[src/rtl/decimal_align_shifter.sv]
// rtl/decimal_align_shifter.sv - swaps BCD significands and right-shifts the smaller-exponent one by r digits
// Optional ALIGN_EARLY_EXIT_EN: finish as soon as {Mb,G,R} is all zero.
module decimal_align_shifter #(
    parameter int DIGITS = 7,
    parameter int EW     = 8
) (
    input  logic                  clk,
    input  logic                  rst,
    input  logic                  in_valid,
    output logic                  in_ready,
    input  logic [4*DIGITS-1:0]   M1,
    input  logic [4*DIGITS-1:0]   M2,
    input  logic [EW-1:0]         Er,
    input  logic                  Greater,
    input  logic [EW-1:0]         r,
    output logic                  out_valid,
    input  logic                  out_ready,
    output logic [4*DIGITS-1:0]   Ma,
    output logic [4*DIGITS-1:0]   Mb,
    output logic [3:0]            G,
    output logic [3:0]            R,
    output logic                  S,
    output logic [EW-1:0]         Eout,
    output logic                  Greater_out
);
    localparam int            W     = 4 * DIGITS;
    localparam logic [EW-1:0] CLAMP = EW'(DIGITS + 2);

    typedef enum logic [1:0] {
        IDLE  = 2'd0,
        SHIFT = 2'd1,
        DONE  = 2'd2
    } state_t;

    state_t        state_q, state_d;
    logic [W-1:0]  ma_q, ma_d;
    logic [W-1:0]  mb_q, mb_d;
    logic [3:0]    g_q, g_d;
    logic [3:0]    rd_q, rd_d;
    logic          s_q, s_d;
    logic [EW-1:0] eout_q, eout_d;
    logic          gt_q, gt_d;
    logic [EW-1:0] cnt_q, cnt_d;

    always_comb begin
        state_d = state_q;
        ma_d    = ma_q;
        mb_d    = mb_q;
        g_d     = g_q;
        rd_d    = rd_q;
        s_d     = s_q;
        eout_d  = eout_q;
        gt_d    = gt_q;
        cnt_d   = cnt_q;
        case (state_q)
            IDLE: begin
                if (in_valid) begin
                    ma_d   = Greater ? M1 : M2;
                    mb_d   = Greater ? M2 : M1;
                    g_d    = 4'd0;
                    rd_d   = 4'd0;
                    s_d    = 1'b0;
                    eout_d = Er;
                    gt_d   = Greater;
                    // Beyond DIGITS+2 digits everything lands in sticky anyway.
                    cnt_d  = (r > CLAMP) ? CLAMP : r;
                    if (cnt_d == '0) begin
                        state_d = DONE;
                    end else begin
                        state_d = SHIFT;
`ifdef ALIGN_EARLY_EXIT_EN
                        if (mb_d == '0) begin
                            state_d = DONE;
                        end
`endif
                    end
                end
            end
            SHIFT: begin
                s_d   = s_q | (rd_q != 4'd0);
                rd_d  = g_q;
                g_d   = mb_q[3:0];
                mb_d  = {4'd0, mb_q[W-1:4]};
                cnt_d = cnt_q - 1'b1;
                if (cnt_q == EW'(1)) begin
                    state_d = DONE;
                end
`ifdef ALIGN_EARLY_EXIT_EN
                // Further steps would only OR zeros into sticky.
                if ({mb_d, g_d, rd_d} == '0) begin
                    state_d = DONE;
                end
`endif
            end
            DONE: begin
                if (out_ready) begin
                    state_d = IDLE;
                end
            end
            default: state_d = IDLE;
        endcase
    end

    always_ff @(posedge clk) begin
        if (rst) begin
            state_q <= IDLE;
            ma_q    <= '0;
            mb_q    <= '0;
            g_q     <= '0;
            rd_q    <= '0;
            s_q     <= 1'b0;
            eout_q  <= '0;
            gt_q    <= 1'b0;
            cnt_q   <= '0;
        end else begin
            state_q <= state_d;
            ma_q    <= ma_d;
            mb_q    <= mb_d;
            g_q     <= g_d;
            rd_q    <= rd_d;
            s_q     <= s_d;
            eout_q  <= eout_d;
            gt_q    <= gt_d;
            cnt_q   <= cnt_d;
        end
    end

    assign in_ready    = (state_q == IDLE);
    assign out_valid   = (state_q == DONE);
    assign Ma          = ma_q;
    assign Mb          = mb_q;
    assign G           = g_q;
    assign R           = rd_q;
    assign S           = s_q;
    assign Eout        = eout_q;
    assign Greater_out = gt_q;

endmodule
[config.mk]
export PLATFORM = sky130hd
export DESIGN_NAME = decimal_align_shifter
export DESIGN_NICKNAME = d
export VERILOG_FILES = /design/src/rtl/decimal_align_shifter.sv
export SDC_FILE = /design/constraint.sdc
export NUM_CORES = 1
export LEC_CHECK = 0
export ABC_AREA = 1
export CELL_PAD_IN_SITES_DETAIL_PLACEMENT = 2
export CELL_PAD_IN_SITES_GLOBAL_PLACEMENT = 2
export CORE_MARGIN = 3
export CORE_UTILIZATION = 20
export DETAILED_ROUTE_END_ITERATION = 10
export PLACE_DENSITY = 0.74
export SETUP_SLACK_MARGIN = 0.02
export SLEW_MARGIN = 5
export SYNTH_ARGS = -nofsm -noshare
export SYNTH_HDL_FRONTEND = slang
export SYNTH_SLANG_ARGS = --single-unit
[constraint.sdc]
create_clock -name clk -period 1.2 [get_ports clk]
set_input_delay 0.3 -clock clk [delete_from_list [all_inputs] [get_ports clk]]
set_output_delay 0.3 -clock clk [all_outputs]
set_load 0.1 [all_outputs]
Word level (Yosys, flattened, before mapping)
Cells that the tools add are included.
{"block": "word_totals", "ff_bits": 84, "latch_bits": 0, "ramBits": 0, "rom_bits": 0, "input_bits": 77, "output_inout_bits": 76, "wordCells": 42, "memories": 0}
{"block": "classes", "addsub": 1, "mul": 0, "div": 0, "n_lt_le_gt_ge": 1, "n_eq_ne": 6, "shift": 0, "muxes": 17, "bitwise_logic": 1, "reduce_logical": 7}
{"cell": "$mux W28", "count": 3}
{"cell": "$pmux W28 S2", "count": 1}
{"cell": "$mux W8", "count": 2}
{"cell": "$pmux W4 S2", "count": 2}
{"cell": "$pmux W8 S2", "count": 1}
{"cell": "$eq A8 B1 Y1 const B", "count": 1}
{"cell": "$gt A8 B4 Y1 const B", "count": 1}
{"cell": "$logic_not A8 Y1", "count": 1}
{"cell": "$mux W2", "count": 4}
{"cell": "$sub A8 B1 Y8 const B", "count": 1}
{"cell": "$pmux W2 S3", "count": 1}
{"cell": "$mux W4", "count": 1}
{"cell": "$ne A2 B2 Y1 const B", "count": 2}
{"cell": "$reduce_and A2 Y1", "count": 2}
{"cell": "$reduce_bool A4 Y1", "count": 1}
{"cell": "$reduce_and A3 Y1", "count": 1}
{"cell": "$eq A2 B1 Y1 const B", "count": 1}
{"cell": "$eq A2 B2 Y1 const B", "count": 1}
{"cell": "$logic_not A2 Y1", "count": 1}
{"cell": "$ne A2 B1 Y1 const B", "count": 1}
{"cell": "$pmux W1 S2", "count": 1}
{"cell": "$reduce_bool A2 Y1", "count": 1}
{"cell": "$mux W1", "count": 1}
{"cell": "$or A1 B1 Y1", "count": 1}

Logic depth before layout (Yosys ltp)
{"block": "depth", "depth_word": 6, "ltp_mapped": 9, "ltp_nobuf": 8}

Worst setup path before layout
No wires, ideal clock.
{"block": "synth_path", "path_type": "register to register", "startpoint": "register state_q[1]", "endpoint": "register state_q[1]", "setup_time_ns": 0.132, "t_arrival_ns": 2.085, "t_required_ns": 1.068, "path_slack_ns": -1.017, "path_stages_with_launch": 8, "n_path_buf": 0, "synth_period_minus_slack_ns": 2.217, "cell_sequence": "dfxtp_1 > inv_1 > nor2_1 > nand2_1 > nand2_1 > nor2_1 > nand2_1 > a21oi_1"}
{"block": "synth_between", "elab_chain_cells": 3, "elab_cells_between_ends": 8, "classes_between": "eq/ne: 5; mux: 1; reduce/logical: 2"}
{"item": "start: declaration", "line_no": "35", "rtl": "state_t state_q, state_d;"}
{"item": "start signal: assignment", "line_no": "116", "rtl": "state_q <= state_d;"}
{"item": "$eq A2 B2 Y1 (*)"}
{"item": "net out_valid", "line_no": "16", "rtl": "output logic out_valid,"}
{"item": "$ne A2 B1 Y1 (no line)"}
{"item": "$reduce_and A3 Y1 (no line)"}
The timed path passes the listed nets; every way through them passes the cells marked *.
A chain may end at the register's enable or synchronous reset.

Worst setup path after layout
{"block": "layout_path", "startpoint": "register state_q[1]", "endpoint": "register mb_q[11], in the netlist Mb[11]"}
{"block": "layout_between", "elab_chain_cells": 3, "elab_cells_between_ends": 6, "classes_between": "eq/ne: 2; mux: 1; reduce/logical: 3"}
{"item": "$eq A2 B1 Y1 or $logic_not A2 Y1 (tied branches)", "line_no": "55", "rtl": "case (state_q)"}
{"item": "$reduce_bool A2 Y1 (no line) or $ne A2 B2 Y1 (tied branches)"}
{"item": "$reduce_and A2 Y1 (no line)"}
{"item": "end signal: assignment", "line_no": "118", "rtl": "mb_q <= mb_d;"}
{"item": "end: declaration", "line_no": "37", "rtl": "logic [W-1:0] mb_q, mb_d;"}
Several ways; a longest one is shown, not always the timed one.

==> metrics.csv <==
metric,value,unit
outcome,"finished, violations left",
violations,negative setup slack,
grtUsageMet2,0.319,
hold_violations,0,
gp_congestion,0.756,
critPathKind,flop to flop,
critPathArrivalTime,1.75,ns
area_growth,136,%
drt-pass1-iter-count,4,
min_path_type,input pin to flop,
post-route-period-util,1.26,
initial_core_util,0.206,
final_net_count,888,
dpl_cell_area,0.00683,sq mm
nFillCells,1927,
syn_avg_cell_area,7.04,sq um
power_density,1480,mW/mm^2
drc,0,
design_area,0.00918,sq mm
io_pins,153,
critPathMaxStageDelay,0.38,ns
required,1.44,ns
cts_buffers,9,
dieHeight,146,microns
ant_nets,0,
cts_tree,yes,
drive_gt1_frac,0.543,
critPathMaxFanout,6,
rows,50,
wl_per_cell,21.7,microns
hold_buffers,0,
met3_usage,0.0355,
drt-vias-per-instance,4.63,
yosysWarningCount,0,
slew_headroom,0.750,
min_from,rst,
drt-total-wl,23300,microns
crit_start,state_q[1]$_SDFFE_PP0P_,
power_switching,5.43,mW
rsz0062_at_grt,yes,
min_period,1.51,ns
cp_cell_sequence,inv_4 > buf_6 > nand2_8 > inv_8 > nor2_4 > buf_12 > buf_16 > nand2_4 > a31oi_1,
finalWorstSetupSlack,-0.306,ns
pwr-share-clk,0.266,
num_antenna_cells,0,
netlist_instances,553,
drt_iter0_drc,192,
hold_slack,0.449,ns
worst_path_max_delay_cell,dfxtp_4,
p_leak,3.83,nW
dieArea,0.0212,sq mm
share_seq_of_total_power,0.257,
fmax,0.664,GHz
grt_start_max_net_pins,40,
grt_pass1_wl,29400,microns
p_int,8.15,mW
critPathBufInv,5,
r2r_slack,-0.31,ns
synth_fp_nets,632,
ir_drop,0.689,mV
cap_violations,0,
dp.final_hpwl,12900,microns
grt_util_all_layers,0.172,
antenna_found_initial,0,
cts.clk_slew.worst_paths,0.07,ns
finalSetupViolCount,78,
cts_max_level,3,
die-width,146,microns
cts.sink_count,84,
switching_share,0.400,
use_met1,0.202,
clk_latency,0.35,ns
grt_pass1_vias,5290,
vias,4972,
ys_types,26,
crit_path_start_kind,flop,
synth_area,0.00389,sq mm
numPortBuffers,152,
grt.overflow.total,0,
clockRootBuffer,clkbuf_16,
worstMarginPinSlew,0.373,ns
clock_skew,0.00790,ns
core_region_area,0.0189,sq mm
crit_family,buffers and inverters,
clk_path_buf_depth,2,
layout_common_cells,"buf_12, nand2_1, buf_4",
grt.busiest_layer,met2,
comb_power_share,0.478,
reg2reg_from,state_q[1]$_SDFFE_PP0P_,
yosysSeqAreaShare,0.432,
drv_slew,0,
dp_slack,-0.510,ns
endpoint_kind,flop,
ys_ff_latch,84,
mostFrequentLayoutCell,buf_12,
metal layers:
| metal | vias to the layer above | wire (microns) |
|---|---|---|
| met5 | - | 0 |
| met3 | 19 | 696 |
| met4 | 0 | 280 |
| li1 | 2355 | - |
| met2 | 99 | 12800 |
| met1 | 2499 | 9500 |
cells in the mapped netlist:
cell / instances / area [sq um]
o21ai_0: 38 / 190
nand2_4: 1 / 11.3
nor2_4: 1 / 11.3
buf_6: 2 / 22.5
inv_2: 1 / 3.75
a21oi_1: 81 / 405
a22oi_1: 4 / 30.0
nor2_2: 1 / 6.26
mux2_2: 2 / 22.5
buf_1: 4 / 15.0
clkinv_4: 1 / 8.76
inv_1: 42 / 158
a211oi_1: 1 / 7.51
a31oi_1: 19 / 119
nor2_1: 71 / 267
clkbuf_1: 12 / 45.0
buf_4: 8 / 60.1
nor3_1: 7 / 35.0
ha_1: 2 / 25.0
o211ai_1: 24 / 180
dfxtp_1: 84 / 1680
nand3_1: 11 / 55.1
nand2_1: 121 / 454
o31ai_1: 1 / 7.51
buf_2: 13 / 65.1
nand2_2: 1 / 6.26
worst paths after layout:
kind                               end  cells past startpoint
setup / recovery   Mb[11]$_SDFFE_PP0P_                      9
hold / removal       R[1]$_SDFFE_PP0P_                      3
setup reg to reg   Mb[11]$_SDFFE_PP0P_                      9
hold reg to reg   Eout[6]$_SDFFE_PP0P_                      2
worst register-to-register path, cell delays in order (launching register included):
cell and delay (ns):
dfxtp_4 0.38, inv_4 0.04, buf_6 0.12, nand2_8 0.08
inv_8 0.06, nor2_4 0.16, buf_12 0.15, buf_16 0.14
nand2_4 0.04, a31oi_1 0.22
registers in the layout (all words and copies together), names as in the netlist:
| signal | flops |
|---|---|
| Ma | 28 |
| Mb | 28 |
| Eout | 8 |
| cnt_q | 8 |
| G | 4 |
| R | 4 |
| state_q | 2 |
| Greater_out | 1 |
| S | 1 |
kinds of logic (layout without fill, tap and decap cells):
logic type	count (synthesis)	in the layout	share of synthesized area
simple gates	214	214	0.217
mux	2	2	0.00579
compound gates	168	168	0.241
buf+inv	83	344	0.0971
fa+ha+maj	2	2	0.00643
flops	84	84	0.432
stage by stage:
| step | power [mW] | util | cells | setup TNS (ns) |
|---|---|---|---|---|
| floorplan | 6.22 | - | 553 | -30.59 |
| global placement | 8.19 | 0.362 | 963 | -28.30 |
| detailed placement | 8.32 | 0.362 | 963 | -31.48 |
| CTS | 12.2 | 0.409 | 1020 | -8.65 |
| global route | 14.1 | 0.486 | 1074 | -16.59 |
| finish | 13.6 | 0.486 | 1074 | -11.03 |
power groups by stage:
stage / registers, mW / logic, mW / clock network (mW)
2_1_floorplan: 5.15 / 1.07 / 0
5_1_grt: 3.53 / 6.76 / 3.80
4_1_cts: 3.45 / 5.16 / 3.62
3_5_place_dp: 3.56 / 4.76 / 0
3_3_place_gp: 3.55 / 4.64 / 0
6_report: 3.49 / 6.49 / 3.61
final cells by class:
| type | count | area [sq um] | share of cell area |
|---|---|---|---|
| repair buffers | 284 | 3820 | 0.417 |
| multi-input cells | 386 | 2530 | 0.276 |
| flip-flops and latches | 84 | 1940 | 0.211 |
| well taps | 260 | 325 | 0.0355 |
| clock buffers | 10 | 239 | 0.0260 |
| inverters | 44 | 188 | 0.0205 |
| clock inverters | 6 | 135 | 0.0147 |
what timing repair did:
action | CTS | global route
setup buffers | 39 | 43
gates cloned | 2 | 13
gates resized for setup | 58 | 252
pin swaps | 6 | 50
setup endpoints to repair | 148 | 158
No activity file was read; power rests on OpenSTA's default activity.
